===== config.mk =====
export PLATFORM = sky130hd
export DESIGN_NAME = alu_control_sequencer
export DESIGN_NICKNAME = d
export VERILOG_FILES = /design/src/rtl/cpu_ctrl_pkg.sv /design/src/rtl/reg_select_decoder.sv /design/src/rtl/alu_control_sequencer.sv
export SDC_FILE = /design/constraint.sdc
export NUM_CORES = 1
export LEC_CHECK = 0
export CAP_MARGIN = 10
export CORE_MARGIN = 2
export CORE_UTILIZATION = 30
export CTS_BUF_LIST = sky130_fd_sc_hd__clkbuf_16
export DETAILED_ROUTE_END_ITERATION = 12
export PLACE_DENSITY_LB_ADDON = 0.12
export SLEW_MARGIN = 20
export SYNTH_ARGS = -nofsm -noshare
export SYNTH_HDL_FRONTEND = slang
export SYNTH_SLANG_ARGS = --single-unit

===== constraint.sdc =====
create_clock -name clock -period 2.7 [get_ports clock]
set_input_delay 0.675 -clock clock [delete_from_list [all_inputs] [get_ports clock]]
set_output_delay 0.675 -clock clock [all_outputs]
set_load 0.01 [all_outputs]

===== src/rtl/cpu_ctrl_pkg.sv =====
// Shared definitions for the CPU control-step sequencer.
// Holds the opcode values, the FSM state and opcode-class enums, the IR field
// bit positions and a helper that sorts an opcode into its class.
package cpu_ctrl_pkg;

  localparam int OPC_BITS = 5;

  localparam logic [OPC_BITS-1:0] OP_ADD = 5'b00011;
  localparam logic [OPC_BITS-1:0] OP_SUB = 5'b00100;
  localparam logic [OPC_BITS-1:0] OP_AND = 5'b01010;
  localparam logic [OPC_BITS-1:0] OP_OR  = 5'b01011;
  localparam logic [OPC_BITS-1:0] OP_MUL = 5'b01111;
  localparam logic [OPC_BITS-1:0] OP_DIV = 5'b10000;

  // IR field positions (low bit of each field)
  localparam int OPC_LO = 27;
  localparam int RA_LO  = 23;
  localparam int RB_LO  = 19;
  localparam int RC_LO  = 15;

  typedef enum logic [2:0] {
    S_IDLE, S_T0, S_T1, S_T2, S_T3, S_T4, S_T5, S_T6
  } state_e;

  typedef enum logic [1:0] {
    C_RR, C_MD, C_ILL
  } class_e;

  function automatic class_e op_class(input logic [OPC_BITS-1:0] opc);
    case (opc)
      OP_ADD, OP_SUB, OP_AND, OP_OR: return C_RR;
      OP_MUL, OP_DIV:                return C_MD;
      default:                       return C_ILL;
    endcase
  endfunction

endpackage


===== src/rtl/reg_select_decoder.sv =====
// One-hot register select decoder.
// Ports: idx (REG_W) register index, en enable, onehot (NREG) decoded select;
// onehot is all-zero when en is low.
module reg_select_decoder #(
  parameter int NREG  = 16,
  parameter int REG_W = 4
) (
  input  logic [REG_W-1:0] idx,
  input  logic             en,
  output logic [NREG-1:0]  onehot
);

  always_comb begin
    onehot = '0;
    for (int i = 0; i < NREG; i++)
      onehot[i] = en && (idx == REG_W'(i));
  end

endmodule


===== src/rtl/alu_control_sequencer.sv =====
// Control-step sequencer for the bus-based CPU datapath.
// Steps fetch (T0-T2), decode (T3) and execute (T4-T6) for register-register
// ALU ops and MUL/DIV, waits in T1 for memory, flags illegal opcodes and
// counts retired instructions.
// Ports:
//   clock, clear        clock (rising edge) and async active-high reset
//   run                 permits a new fetch (sampled in IDLE and at completion)
//   mem_ready           memory read data valid
//   ir                  IR contents from the datapath
//   PCout..LOin         datapath strobes
//   r_out, r_in         one-hot register bus enable / register load
//   alu_op              opcode to the ALU, nonzero only while Zin is high
//   illegal             one-cycle pulse in T3 for undecodable opcodes
//   step                current T-step index, 0 in IDLE
//   instr_count         retired-instruction counter, wraps
module alu_control_sequencer
  import cpu_ctrl_pkg::*;
#(
  parameter int DATA_W = 32,
  parameter int NREG   = 16,
  parameter int REG_W  = 4,
  parameter int OPC_W  = 5,
  parameter int CNT_W  = 16
) (
  input  logic              clock,
  input  logic              clear,
  input  logic              run,
  input  logic              mem_ready,
  input  logic [DATA_W-1:0] ir,
  output logic              PCout,
  output logic              MARin,
  output logic              IncPC,
  output logic              memRead,
  output logic              MDRin,
  output logic              MDRout,
  output logic              IRin,
  output logic              Yin,
  output logic              Zin,
  output logic              Zlowout,
  output logic              Zhighout,
  output logic              HIin,
  output logic              LOin,
  output logic [NREG-1:0]   r_out,
  output logic [NREG-1:0]   r_in,
  output logic [OPC_W-1:0]  alu_op,
  output logic              illegal,
  output logic [2:0]        step,
  output logic [CNT_W-1:0]  instr_count
);

  state_e           state, state_nxt;
  logic [OPC_W-1:0] opc_q;
  logic [REG_W-1:0] ra_q, rb_q, rc_q;
  class_e           cls;
  logic             done;

  logic             ro_en, ri_en;
  logic [REG_W-1:0] ro_idx, ri_idx;

  // Only the opcode and register fields are decoded here.
  logic unused_ir;
  assign unused_ir = ^ir[RC_LO-1:0];

  assign cls = op_class(opc_q);

  // Instruction retires at the last execute step of its class.
  assign done = (state == S_T6) || ((state == S_T5) && (cls == C_RR));

  always_ff @(posedge clock or posedge clear) begin
    if (clear) state <= S_IDLE;
    else       state <= state_nxt;
  end

  // IR fields are captured on the T2->T3 edge so later IR changes are ignored.
  always_ff @(posedge clock or posedge clear) begin
    if (clear) begin
      opc_q <= '0;
      ra_q  <= '0;
      rb_q  <= '0;
      rc_q  <= '0;
    end else if (state == S_T2) begin
      opc_q <= ir[OPC_LO +: OPC_W];
      ra_q  <= ir[RA_LO  +: REG_W];
      rb_q  <= ir[RB_LO  +: REG_W];
      rc_q  <= ir[RC_LO  +: REG_W];
    end
  end

  always_ff @(posedge clock or posedge clear) begin
    if (clear)     instr_count <= '0;
    else if (done) instr_count <= instr_count + 1'b1;
  end

  always_comb begin
    state_nxt = state;
    case (state)
      S_IDLE: if (run) state_nxt = S_T0;
      S_T0:   state_nxt = S_T1;
      S_T1:   if (mem_ready) state_nxt = S_T2;
      S_T2:   state_nxt = S_T3;
      S_T3:   state_nxt = (cls == C_ILL) ? (run ? S_T0 : S_IDLE) : S_T4;
      S_T4:   state_nxt = S_T5;
      S_T5:   state_nxt = (cls == C_MD) ? S_T6 : (run ? S_T0 : S_IDLE);
      S_T6:   state_nxt = run ? S_T0 : S_IDLE;
      default: state_nxt = S_IDLE;
    endcase
  end

  // Moore decode: everything derives from state and the latched fields.
  always_comb begin
    PCout    = 1'b0;
    MARin    = 1'b0;
    IncPC    = 1'b0;
    memRead  = 1'b0;
    MDRin    = 1'b0;
    MDRout   = 1'b0;
    IRin     = 1'b0;
    Yin      = 1'b0;
    Zin      = 1'b0;
    Zlowout  = 1'b0;
    Zhighout = 1'b0;
    HIin     = 1'b0;
    LOin     = 1'b0;
    alu_op   = '0;
    illegal  = 1'b0;
    step     = 3'd0;
    ro_en    = 1'b0;
    ro_idx   = '0;
    ri_en    = 1'b0;
    ri_idx   = '0;
    case (state)
      S_T0: begin
        PCout = 1'b1; MARin = 1'b1; IncPC = 1'b1;
      end
      S_T1: begin
        step = 3'd1; memRead = 1'b1; MDRin = 1'b1;
      end
      S_T2: begin
        step = 3'd2; MDRout = 1'b1; IRin = 1'b1;
      end
      S_T3: begin
        step = 3'd3;
        if (cls == C_ILL) illegal = 1'b1;
        else begin
          Yin    = 1'b1;
          ro_en  = 1'b1;
          ro_idx = (cls == C_MD) ? ra_q : rb_q;
        end
      end
      S_T4: begin
        step   = 3'd4;
        Zin    = 1'b1;
        alu_op = opc_q;
        ro_en  = 1'b1;
        ro_idx = (cls == C_MD) ? rb_q : rc_q;
      end
      S_T5: begin
        step    = 3'd5;
        Zlowout = 1'b1;
        if (cls == C_MD) LOin = 1'b1;
        else begin
          ri_en  = 1'b1;
          ri_idx = ra_q;
        end
      end
      S_T6: begin
        step = 3'd6; Zhighout = 1'b1; HIin = 1'b1;
      end
      default: ;
    endcase
  end

  reg_select_decoder #(.NREG(NREG), .REG_W(REG_W)) u_rout_dec (
    .idx(ro_idx), .en(ro_en), .onehot(r_out)
  );

  reg_select_decoder #(.NREG(NREG), .REG_W(REG_W)) u_rin_dec (
    .idx(ri_idx), .en(ri_en), .onehot(r_in)
  );

endmodule


==> impl.org <==
** CTS
- Deepest clock path buffer count :: 2
- CTS Root Cell :: clkbuf_16
- In this run, CTS created clock tree buffers numbering 5.
- Clock tree from TritonCTS :: yes
- For the worst-skew pair, the clock arrives at the later sink with an insertion delay of 280 ps.
- Worst-path clk slew :: 60 ps
- The H-tree generated during clock tree synthesis spans 2 levels.
- For this design, the sink count on the clock tree is 36.

** Pwr
- In this run the power density over the cells is 798 mW/mm^2.
- Across the VDD grid, the largest voltage drop is 0.000326 V.
- The internal portion of the total power is 1.92 mW.
- Leakage Power :: 1.76 nW
- Sequential share of power :: 29.0%
- In this run, the clock network consumes 17.9% of the power.
- Logic pwr share :: 53.1%
- Share of total power consumed by net switching :: 37.9%
- Overall power :: 3.09 mW
- Summed over all nets, the switching power comes to 1.17 mW.

** Yosys
- Flip-flop and latch count after synthesis :: 36
- Post-Syn Instances :: 267
- In the post-synthesis netlist, the biggest area contributors are dfrtp_1 40%, nand2_1 12%, nor2_1 6.8%, xnor2_1 4.2%, o32ai_4 2.4%.
- After synthesis the cells add up to 0.00227 sq mm.
- Sequential elements use 39.6% of the synthesized area.
- Post-synth net total :: 304
- Count of distinct cell types in the synthesized netlist :: 49
- In this run the biggest area consumer among cell types represents 39.6% of the synthesized area.
- Main synth FF type :: dfrtp_1
- For this run, asynchronously set or reset flops after synthesis account for 100%.
- Syn avg cell area :: 8.51 sq um
- Number of enable flip-flop cells after synthesis :: 0
- The largest total area in the synthesized netlist belongs to dfrtp_1.
- Synthesis Warnings :: 0

** Critical path
- CP startpoint kind :: flop
- At the worst endpoint, the arrival time is 2680 ps.
- Type of element capturing the critical path :: output port
- Largest fanout on the critical path :: 4
- Launch instance of the worst register-to-register path :: opc_q[3]$_DFFE_PP0P_
- The setup path with the least slack is of type flop to output port.
- Required time at the worst-slack endpoint :: 2030 ps
- In this run the worst setup path begins at opc_q[3]$_DFFE_PP0P_.

** Global routing
- Entering global routing, the biggest net connects 37 pins.
- Global-route usage over all layers :: 15.9%
- Most congested layer reported by global routing :: met2
- Summed over all layers, the global routing overflow is 0.
- The first global-routing pass estimated 10800 microns of wire.
- For met1 alone, demand over resource in global routing was 20.5%.
- Vias in the first global route :: 2243
- Met2 track demand over resource :: 26.0%
- Antenna violations before repair :: 0
- Met3 capacity usage during global routing :: 4.56%

** Route
- The first detailed-routing pass took 4 iterations.
- The detail route stage leaves a number of antenna-violating nets equal to 0.
- Number of vias in the routed layout :: 2250
- The first routing iteration left 54 violations.
- The routed design has 6390 microns of wire.
- For this run, design rule violations remaining after detail routing come to 0.
- In the routed layout, each cell is associated on average with a via count of 4.46.
- Avg WL per Cell :: 12.7 microns

** Status
- The final reports fail on negative setup slack.
- Result of the run :: complete, but fails checks

** Placed design
- Cell count after placement :: 471
- IO Port Bufs :: 90
- At the end of routability-driven placement, the weighted congestion stood at 0.768.
- After detailed placement, the total cell area comes to 0.00347 sq mm.
- Once detailed placement completed, the half-perimeter wirelength came to 4660 microns.

** Final layout
- Nets :: 441
- Post-route design area :: 0.00388 sq mm
- The number of antenna diodes in the final layout is 0.
- Number of fill cells in the layout :: 707
- Area growth from synthesis to layout :: 70.5%
- Share of layout cells above drive strength 1 :: 36.5%
- The count of cells in the finished layout, fillers not included, comes to 504.

** STA
- Across the routed clock network, the largest skew measured is 7.75 ps.
- Share of the clock period used by the worst path :: 124%
- Unrepaired setup endpoints after global routing :: true
- The tightest hold path in the finished design has a slack of 469 ps.
- For this run, the top clock speed supported by timing is 298 MHz.
- Worst Max-Slew Pin Slew :: 477 ps
- Crit path setup slack, layout :: -656 ps
- The count of pins over their slew limit came to 0.
- Minimum clock period :: 3360 ps
- Setup violations remaining at the end of the flow were counted as 33.
- Worst rel slew slack :: 68.2%
- The number of hold violations in the final report is 0.

** Floorplan
- Starting Density :: 31.2%
- Boundary pin count :: 106
- DIE AREA :: 0.00829 sq mm
- The die is 91.1 microns wide.
- The initialized floorplan defines 31 standard-cell rows.
- Height of the chip :: 91.1 microns
- The region available for standard cell placement spans 0.00729 sq mm.

** Run
- Count of maximum capacitance violations :: 0

** Hold path
- The worst hold path begins at instr_count[15]$_DFFE_PP0P_.
- The worst hold path belongs to the class flop to flop.
[path summary, 6_finish.rpt]
path                                               end  slack, ps  cells past startpoint
max reg2reg                 instr_count[6]$_DFFE_PP0P_        340                      7
min                        instr_count[15]$_DFFE_PP0P_        470                      1
min in group asynchronous          rc_q[2]$_DFFE_PP0P_        810                      3
min reg2reg                instr_count[15]$_DFFE_PP0P_        470                      1
max in group asynchronous   instr_count[4]$_DFFE_PP0P_       1550                      3
max                                          r_out[10]       -660                      9
[flip-flops by register name (all words and copies together), names as in the netlist]
name / flops
instr_count: 16
rb_q: 4
opc_q: 5
state: 3
rc_q: 4
ra_q: 4
[logic make-up after synthesis]
logic type | count (synthesis) | share of synthesized area [%]
buffers and inverters | 22 | 5.34
multiplexers | 11 | 6.66
adder cells (fa/ha/maj) | 1 | 0.550
AND/OR/NAND/NOR | 164 | 33.4
flip-flops | 36 | 39.6
XOR/XNOR | 15 | 5.78
AO/OA/AOI/OAI | 18 | 8.64
[repair_timing]
item | in CTS | in global routing
setup endpoints to repair | 35 | 39
setup buffers | 23 | 2
pin swaps | 12 | 11
gates resized for setup | 163 | 24
hold buffers | 0 | 0
[cell usage in the layout, fill, tap and decap left out, types with 5 or more instances in the layout]
cell type	Yosys	final
clkdlybuf4s50_1	0	55
xnor2_1	11	11
nand4_1	6	6
buf_6	0	14
dfrtp_1	36	36
buf_2	0	30
buf_4	5	40
nor3_1	6	6
nand2_1	73	69
nor2_2	1	9
nand2b_1	7	5
nor2_1	41	29
inv_1	6	6
clkbuf_16	0	5
mux2i_4	2	7
nand3_1	9	6
[cell type report]
type                    count  area [sq um]  area share (%)
inverters                   9          33.8           0.872
well taps                  99           124            3.20
repair buffers            143          1220            31.6
clock buffers               5           125            3.23
clock inverters             3          13.8           0.355
multi-input cells         209          1460            37.5
flip-flops and latches     36           901            23.2
[cells in the mapped netlist (2+ instances only)]
cell type,number
nor2b_1,2
mux2i_4,2
nand4_1,6
nand3_1,9
and2_1,3
o21ai_0,4
o32ai_4,2
clkinv_1,3
inv_1,6
xor2_1,4
buf_4,5
clkbuf_8,2
and3_2,2
nand2_1,73
nand2b_1,7
dfrtp_1,36
clkbuf_1,4
mux2_4,3
o31ai_2,2
and2_2,2
nor3_1,6
xnor2_1,11
nor2_1,41
mux2i_1,5
buf_1,2
o31a_1,2
[metal layers]
metal | routed length [microns] | vias up
li1 | - | 1152
met5 | 0 | -
met4 | 78 | 0
met2 | 2970 | 62
met1 | 2910 | 1030
met3 | 431 | 6
[worst max-delay path, stage by stage, from the launching register on]
cell and delay, ps:
dfrtp_1 390, or4_4 560, mux2_4 330, mux2i_4 200, o32ai_4 380, nand2b_4 100
buf_6 130, buf_6 100, nor2_1 70, buf_2 140
[power by group through the flow]
| stage | clock network [mW] | registers [mW] | logic, mW |
|---|---|---|---|
| 6_report | 0.552 | 0.896 | 1.64 |
| 5_1_grt | 0.592 | 0.924 | 1.80 |
| 4_1_cts | 0.566 | 0.888 | 1.62 |
| 3_5_place_dp | 0 | 0.870 | 1.39 |
| 3_3_place_gp | 0 | 0.869 | 1.37 |
| 2_1_floorplan | 0 | 0.850 | 0.834 |
[per-stage QoR]
step                util, %  TNS [ps]  setup slack, ps
floorplan                 -      -903            -72.0
global placement       47.5    -13090             -574
detailed placement     47.5    -13640             -617
CTS                    51.7    -16290             -642
global route           53.2    -19500             -741
finish                 53.2    -16340             -656
Power figures use the tool's default switching activity.
